[config.mk]
export PLATFORM = sky130hd
export DESIGN_NAME = decimal_subtractor_serial_flat
export DESIGN_NICKNAME = d
export VERILOG_FILES = /design/src/rtl/decimal_subtractor_serial_if.sv /design/src/rtl/decimal_subtractor_serial.sv /design/src/flat_wrapper.sv
export SDC_FILE = /design/constraint.sdc
export NUM_CORES = 1
export LEC_CHECK = 0
export ABC_AREA = 1
export CAP_MARGIN = 20
export CORE_MARGIN = 2
export CORE_UTILIZATION = 55
export DETAILED_ROUTE_END_ITERATION = 10
export GPL_ROUTABILITY_DRIVEN = 0
export GPL_TIMING_DRIVEN = 0
export PLACE_DENSITY = 0.85
export SYNTH_ARGS = -nofsm -noshare
export SYNTH_HDL_FRONTEND = slang
export SYNTH_SLANG_ARGS = --single-unit
[constraint.sdc]
create_clock -name clk -period 5.7 [get_ports clk]
set_clock_uncertainty 0.15 [all_clocks]
set_input_delay 1.425 -clock clk [delete_from_list [all_inputs] [get_ports clk]]
set_output_delay 1.425 -clock clk [all_outputs]
set_load 0.1 [all_outputs]
[src/rtl/decimal_subtractor_serial_if.sv]
// Request/response bundle for decimal_subtractor_serial: packed BCD operands in,
// packed BCD difference, borrow, error and done/busy status out.
interface decimal_subtractor_serial_if #(
  parameter int DIGITS = 4
);
  logic                  start;
  logic [4*DIGITS-1:0]   minuend;
  logic [4*DIGITS-1:0]   subtrahend;
  logic                  Bin;
  logic                  busy;
  logic                  done;
  logic [4*DIGITS-1:0]   diff;
  logic                  Bout;
  logic                  err;

  modport master (
    output start, minuend, subtrahend, Bin,
    input  busy, done, diff, Bout, err
  );

  modport slave (
    input  start, minuend, subtrahend, Bin,
    output busy, done, diff, Bout, err
  );
endinterface

[src/rtl/decimal_subtractor_serial.sv]
// Digit-serial BCD subtractor (LSD first, one digit per clock).
// Define DEC_SUB_BCD_CHECK_EN to flag non-BCD operand nibbles via err.
module bcd_sub_digit (
  input  logic [3:0] m_i,
  input  logic [3:0] s_i,
  input  logic       b_i,
  output logic [3:0] d_o,
  output logic       b_o
);
  logic [4:0] t;

  // 5-bit two's complement covers -16..15, so bit 4 is the borrow
  assign t   = {1'b0, m_i} - {1'b0, s_i} - {4'b0, b_i};
  assign b_o = t[4];
  assign d_o = t[4] ? (t[3:0] + 4'd10) : t[3:0];
endmodule

module decimal_subtractor_serial #(
  parameter int DIGITS = 4
) (
  input  logic                          clk,
  input  logic                          rst_n,
  decimal_subtractor_serial_if.slave    bus
);
  localparam int W  = 4 * DIGITS;
  localparam int IW = (DIGITS > 1) ? $clog2(DIGITS) : 1;

  typedef enum logic [1:0] {IDLE, RUN, DONE} state_t;

  state_t          state_q, state_d;
  logic [IW-1:0]   idx_q, idx_d;
  logic [W-1:0]    m_q, m_d, s_q, s_d;
  logic [W-1:0]    res_q, res_d;
  logic [W-1:0]    diff_q, diff_d;
  logic            brw_q, brw_d;
  logic            bout_q, bout_d;
  logic [3:0]      dig_d;
  logic            dig_b;
  logic [W-1:0]    dwide;

  bcd_sub_digit u_dig (
    .m_i (m_q[3:0]),
    .s_i (s_q[3:0]),
    .b_i (brw_q),
    .d_o (dig_d),
    .b_o (dig_b)
  );

`ifdef DEC_SUB_BCD_CHECK_EN
  logic err_q, err_d;
  logic bad_q, bad_d;
  logic bad_in;

  always_comb begin
    bad_in = 1'b0;
    for (int i = 0; i < DIGITS; i++) begin
      if (bus.minuend[4*i +: 4] > 4'd9 || bus.subtrahend[4*i +: 4] > 4'd9)
        bad_in = 1'b1;
    end
  end
`endif

  always_comb begin
    state_d = state_q;
    idx_d   = idx_q;
    m_d     = m_q;
    s_d     = s_q;
    res_d   = res_q;
    diff_d  = diff_q;
    brw_d   = brw_q;
    bout_d  = bout_q;
`ifdef DEC_SUB_BCD_CHECK_EN
    err_d   = err_q;
    bad_d   = bad_q;
`endif
    dwide            = '0;
    dwide[W-1 -: 4]  = dig_d;
    case (state_q)
      IDLE: begin
        if (bus.start) begin
          m_d     = bus.minuend;
          s_d     = bus.subtrahend;
          brw_d   = bus.Bin;
          idx_d   = '0;
          res_d   = '0;
`ifdef DEC_SUB_BCD_CHECK_EN
          bad_d   = bad_in;
`endif
          state_d = RUN;
        end
      end
      RUN: begin
        // operands shift down so the active digit is always nibble 0;
        // results shift in from the top and land LSD-aligned after DIGITS steps
        m_d   = m_q >> 4;
        s_d   = s_q >> 4;
        brw_d = dig_b;
        res_d = (res_q >> 4) | dwide;
        idx_d = idx_q + IW'(1);
        if (idx_q == IW'(DIGITS - 1)) begin
          state_d = DONE;
          diff_d  = res_d;
          bout_d  = dig_b;
`ifdef DEC_SUB_BCD_CHECK_EN
          err_d   = bad_q;
          if (bad_q) begin
            diff_d = '0;
            bout_d = 1'b0;
          end
`endif
        end
      end
      DONE:    state_d = IDLE;
      default: state_d = IDLE;
    endcase
  end

  always_ff @(posedge clk) begin
    if (!rst_n) begin
      state_q <= IDLE;
      idx_q   <= '0;
      m_q     <= '0;
      s_q     <= '0;
      res_q   <= '0;
      diff_q  <= '0;
      brw_q   <= 1'b0;
      bout_q  <= 1'b0;
`ifdef DEC_SUB_BCD_CHECK_EN
      err_q   <= 1'b0;
      bad_q   <= 1'b0;
`endif
    end else begin
      state_q <= state_d;
      idx_q   <= idx_d;
      m_q     <= m_d;
      s_q     <= s_d;
      res_q   <= res_d;
      diff_q  <= diff_d;
      brw_q   <= brw_d;
      bout_q  <= bout_d;
`ifdef DEC_SUB_BCD_CHECK_EN
      err_q   <= err_d;
      bad_q   <= bad_d;
`endif
    end
  end

  assign bus.busy = (state_q != IDLE);
  assign bus.done = (state_q == DONE);
  assign bus.diff = diff_q;
  assign bus.Bout = bout_q;
`ifdef DEC_SUB_BCD_CHECK_EN
  assign bus.err  = err_q;
`else
  assign bus.err  = 1'b0;
`endif
endmodule
[src/flat_wrapper.sv]
// flat-port wrapper written by rule: the top's interface ports become plain ports
module decimal_subtractor_serial_flat 
#(
  parameter int DIGITS = 4
)
  (clk, rst_n, bus_start, bus_minuend, bus_subtrahend, bus_Bin, bus_busy, bus_done, bus_diff, bus_Bout, bus_err);
  decimal_subtractor_serial_if #(.DIGITS(DIGITS)) bus_i ();
  input  logic clk;
  input  logic rst_n;
  input wire logic [$bits(bus_i.start)-1:0] bus_start;
  input wire logic [$bits(bus_i.minuend)-1:0] bus_minuend;
  input wire logic [$bits(bus_i.subtrahend)-1:0] bus_subtrahend;
  input wire logic [$bits(bus_i.Bin)-1:0] bus_Bin;
  output wire logic [$bits(bus_i.busy)-1:0] bus_busy;
  output wire logic [$bits(bus_i.done)-1:0] bus_done;
  output wire logic [$bits(bus_i.diff)-1:0] bus_diff;
  output wire logic [$bits(bus_i.Bout)-1:0] bus_Bout;
  output wire logic [$bits(bus_i.err)-1:0] bus_err;
  assign bus_i.start = bus_start;
  assign bus_i.minuend = bus_minuend;
  assign bus_i.subtrahend = bus_subtrahend;
  assign bus_i.Bin = bus_Bin;
  assign bus_busy = bus_i.busy;
  assign bus_done = bus_i.done;
  assign bus_diff = bus_i.diff;
  assign bus_Bout = bus_i.Bout;
  assign bus_err = bus_i.err;
  decimal_subtractor_serial #(.DIGITS(DIGITS)) u_core (.clk(clk), .rst_n(rst_n), .bus(bus_i));
endmodule
# Yosys cells after proc, flatten, opt, wreduce, memory -nomap -nowiden
# Index checks and enable logic that the tools add are counted.
# classes
bitwise_logic,1
eq_ne,5
muxes,14
reduce_logical,6
add_sub_neg,4
# ops
operator,n
16-bit case mux with 2 select lines,3
16-bit two-way mux,3
12-bit by 16-bit OR with 16-bit output,1
2-bit case mux with 2 select lines,2
2-bit two-way mux,3
2-bit AND reduction,3
4-bit by 4-bit subtractor with 5-bit output,1
5-bit by 1-bit subtractor with 5-bit output,1
"4-bit adder, second input constant",1
"2-bit == test, second input constant",2
4-bit two-way mux,1
2-bit nonzero test,2
"2-bit by 1-bit adder with 2-bit output, second input constant",1
"2-bit by 1-bit == test with 1-bit output, second input constant",1
2-bit logical NOT,1
"2-bit by 1-bit inequality test with 1-bit output, second input constant",1
"2-bit inequality test, second input constant",1
1-bit case mux with 2 select lines,1
1-bit two-way mux,1
# totals
reg_bits,70
elab_cells,38
inputBits,36

# Longest topological paths before layout
# logic_depth
ltp_word,6
ltp_mapped,14
ltp_nobuf,14

# Cells and area by module
# From an unflattened synthesis, not the netlist that was laid out.
# hier_totals
cells_unflattened,448
area_unflattened_um2,3098.0
# by_module_without_submodules
module,seq_area_each_um2,cells_each,instances,area_per_inst_um2
decimal_subtractor_serial,1321.3,394,1,2740.1
bcd_sub_digit,0.0,54,1,357.8

# Least setup slack after synthesis
# OpenSTA, ideal clock, no wires.
# synth_path
path_type,register to output
from,register u_core.state_q[1]
to,output bus_done
n_path_buf,0
arrival_time_ns,1.634
setup_slack_ns,2.491
path_stages_with_launch,3
path_cell_list,dfxtp_1 > inv_2 > nor2_1
# synth_between
elab_chain_len,1
# synth_lines
item,line,rtl
"start, declared",decimal_subtractor_serial.sv:30,"state_t state_q, state_d;"
"start signal, assigned",decimal_subtractor_serial.sv:133,state_q <= state_d;
2-bit == test,decimal_subtractor_serial.sv:149,assign bus.done = (state_q == DONE);
"end, declared",flat_wrapper.sv:15,output wire logic [$bits(bus_i.done)-1:0] bus_done;
# Every way passes these cells.

# Worst setup path in the final report
# layout_path
from,register u_core.state_q[0]
to,output bus_busy
# layout_between
elab_chain_len,1
# layout_lines
item,line,rtl
2-bit nonzero test,decimal_subtractor_serial.sv:148,assign bus.busy = (state_q != IDLE);
"end, declared",flat_wrapper.sv:14,output wire logic [$bits(bus_i.busy)-1:0] bus_busy;
# Every way passes these cells.

==> qor.csv <==
stage,metric,value,unit
outcome,status,completed,
clock_tree,clk_latency,0.35,ns
floorplan,die_h,75.3,µm
yosys,ys_async_sr_fraction,0,
timing,grt_setup_unrepaired,no,
clock_tree,holdBufCountCts,0,
yosys,ys_seq_area_frac,0.473,
yosys,synth_commonest_cells,"nand2_1 (98), dfxtp_1 (66), a21oi_1 (43), inv_1 (25), o21ai_0 (21)",
timing,final_hold_viol_count,0,
grt,grt_pass1_vias,2526,
yosys,netlist_top_cells_area,"dfxtp_1 (47%), nand2_1 (13%), a21oi_1 (7.7%), o22ai_1 (4.5%), o21ai_0 (3.8%)",
route,wl_met2,3430,µm
yosys,yosys.area.top_type_share,0.473,
min_path,whs_path_depth,2,
clock_tree,numClockSinks,66,
floorplan,start_util,0.580,
route,drtIter0Drc,172,
route,dr_wl_met3,399,µm
clock_tree,htree_levels,3,
yosys,synthCells,361,
pwr,powerDensity,299,nW/µm²
final_layout,diodes,0,
route,post_drt_wl_per_cell,13.9,µm
setup_path,crit_type,flip-flop to output port,
route,drc,0,
grt,grt_first_pass_wirelength,11300,µm
final_layout,syn_to_final_growth,28.9,%
yosys,synth_most_common_cell,nand2_1,
clock_tree,cts_resized,0,
grt,antenna_found_initial,0,
final_layout,fill_cells,385,
timing,max_freq,0.277,GHz
yosys,yosys_warnings,0,
timing,maxSlewHeadroom,0.348,
setup_path,cp-end-kind,output port,
route,num_vias,2702,
clock_tree,cts_root_buffer,clkbuf_8,
timing,final_max_slew_viol_count,0,
timing,setup_violations,0,
final_layout,drive_gt1_frac,0.0882,
pwr,total_power,1.08,mW
yosys,synth_flop_cell,dfxtp_1,
place,port_buffers,54,
clock_tree,clockBufferDepth,2,
timing,setup_tns,0,ns
final_layout,nNetsFinal,472,
setup_path,worstPathArrival,2.03,ns
yosys,synth_nets,407,
yosys,syn_area,2790,µm²
min_path,hp-start,u_core.res_q[5]$_SDFFE_PN0P_,
timing,finalCritPeriodShare,0.633,
setup_path,reg2reg_depth,14,
clock_tree,cts_setup_buffers,0,
route,via_per_inst,5.43,
pwr,p_leak,1.52,nW
clock_tree,clk_pin_slew_worst_paths,0.07,ns
grt,groute.usage.overall,0.270,
floorplan,core,4820,µm²
floorplan,placement_rows,25,
route,wl,6910,µm
setup_path,crit_fanout,4,
floorplan,die_x,75.3,µm
setup_path,timing.critical_path.from_type,flip-flop,
setup_path,cp-startpoint,u_core.state_q[0]$_SDFFE_PN0P_,
route,met1Wirelength,2950,µm
min_path,hp-class,flip-flop to flip-flop,
yosys,synth_seq_cells,66,
timing,min_period,3.61,ns
grt,grt_max_degree,11,
pwr,peakVddDrop,0.200,mV
clock_tree,cts_tree,yes,
route,final_antenna_net_count,0,
timing,worst_pin_slew,0.974,ns
route,dr.pass1.iters,4,
route,dr.max_layer_used,met4,
yosys,synthDistinctLibCells,25,
clock_tree,cts_buffers,9,
yosys,synth.avg_cell_area,7.74,µm²
flow_run,drv_cap,0,
grt,grt-ovfl-total,0,
floorplan,dieArea,5670,µm²
floorplan,ios,56,
setup_path,reg2reg_from,u_core.brw_q$_SDFFE_PN0P_,
yosys,yosys.area.top_type,dfxtp_1,
yosys,synth_edf_count,0,
place,dpl.hpwl,4920,µm
setup_path,required,4.12,ns
==> area by class of cell <==
type | count | area (µm²) | area share
Buffer | 22 | 124 | 0.0344
Multi-Input combinational cell | 244 | 1240 | 0.344
Inverter | 29 | 109 | 0.0302
Sequential cell | 66 | 1320 | 0.367
Tap cell | 67 | 83.8 | 0.0233
Timing Repair Buffer | 54 | 541 | 0.150
Clock buffer | 14 | 173 | 0.0480
Clock inverter | 2 | 10.0 | 0.00278
==> stage by stage <==
step,worst slack (ns),hold slack (ns),instance area [µm²],util,instances
6_report,2.09,0.312,3600,0.748,498
3_3_place_gp,2.49,0.299,3420,0.710,482
3_5_place_dp,2.46,0.304,3420,0.710,482
5_1_grt,2.03,0.330,3600,0.748,498
4_1_cts,2.08,0.312,3600,0.748,498
2_1_floorplan,2.49,0.279,2790,-,361
==> sequential cells by signal, summed over array words and instances (netlist names) <==
| name | count |
|---|---|
| u_core.bus.diff | 16 |
| u_core.m_q | 16 |
| u_core.s_q | 16 |
| u_core.res_q | 12 |
| u_core.idx_q | 2 |
| u_core.state_q | 2 |
| u_core.brw_q | 1 |
| u_core.bus.Bout | 1 |
==> cells by family after synthesis <==
kind of cell    Yosys count  share of synthesized area
xor+xnor                  1                    0.00314
simple gates            129                      0.189
compound gates          103                      0.200
other cells               1                    0.00134
buf+inv                  51                     0.0833
flops                    66                      0.473
fa+ha+maj                10                     0.0502
==> routing by layer <==
metal | track usage | vias to the layer above
li1 | - | 1323
met1 | 0.337 | 1283
met2 | 0.442 | 85
met3 | 0.0549 | 11
met4 | 0.138 | 0
met5 | 0 | -
==> where the power goes <==
part / switching (mW) / total (mW) / internal, mW / leakage, nW
clock network: 0.171 / 0.363 / 0.192 / 0.0965
registers: 0.0163 / 0.503 / 0.487 / 0.539
logic: 0.128 / 0.212 / 0.0840 / 0.887
total: 0.315 / 1.08 / 0.763 / 1.52
==> critical path: stages (launching register included) <==
cell and delay [ns]:
dfxtp_1 0.42, nor2_1 0.08, inv_1 0.07, clkdlybuf4s50_1 1.12
==> cell usage in the layout (no fill, tap or decap) <==
master	count
o21a_1	1
clkdlybuf4s50_1	54
clkbuf_8	12
ha_1	8
conb_1	1
inv_2	4
nand3_1	15
clkinv_2	2
nor2_2	1
xor2_1	1
nand2_1	98
nor2_4	2
nor2_1	12
o22ai_1	20
o21ai_1	10
inv_1	25
clkbuf_1	8
o21ai_0	21
buf_2	9
dfxtp_1	66
a31oi_1	3
o211ai_1	2
fa_1	2
buf_4	6
a21oi_1	43
buf_6	1
nand2_4	1
o21bai_1	3
==> path summary, 6_finish.rpt <==
path                              endpoint  slack, ns
max                               bus_busy       2.09
min           u_core.res_q[5]$_SDFFE_PN0P_       0.31
max reg2reg  u_core.res_q[14]$_SDFFE_PN0P_       3.20
min reg2reg   u_core.res_q[5]$_SDFFE_PN0P_       0.31
Power figures use the tool's default switching activity.
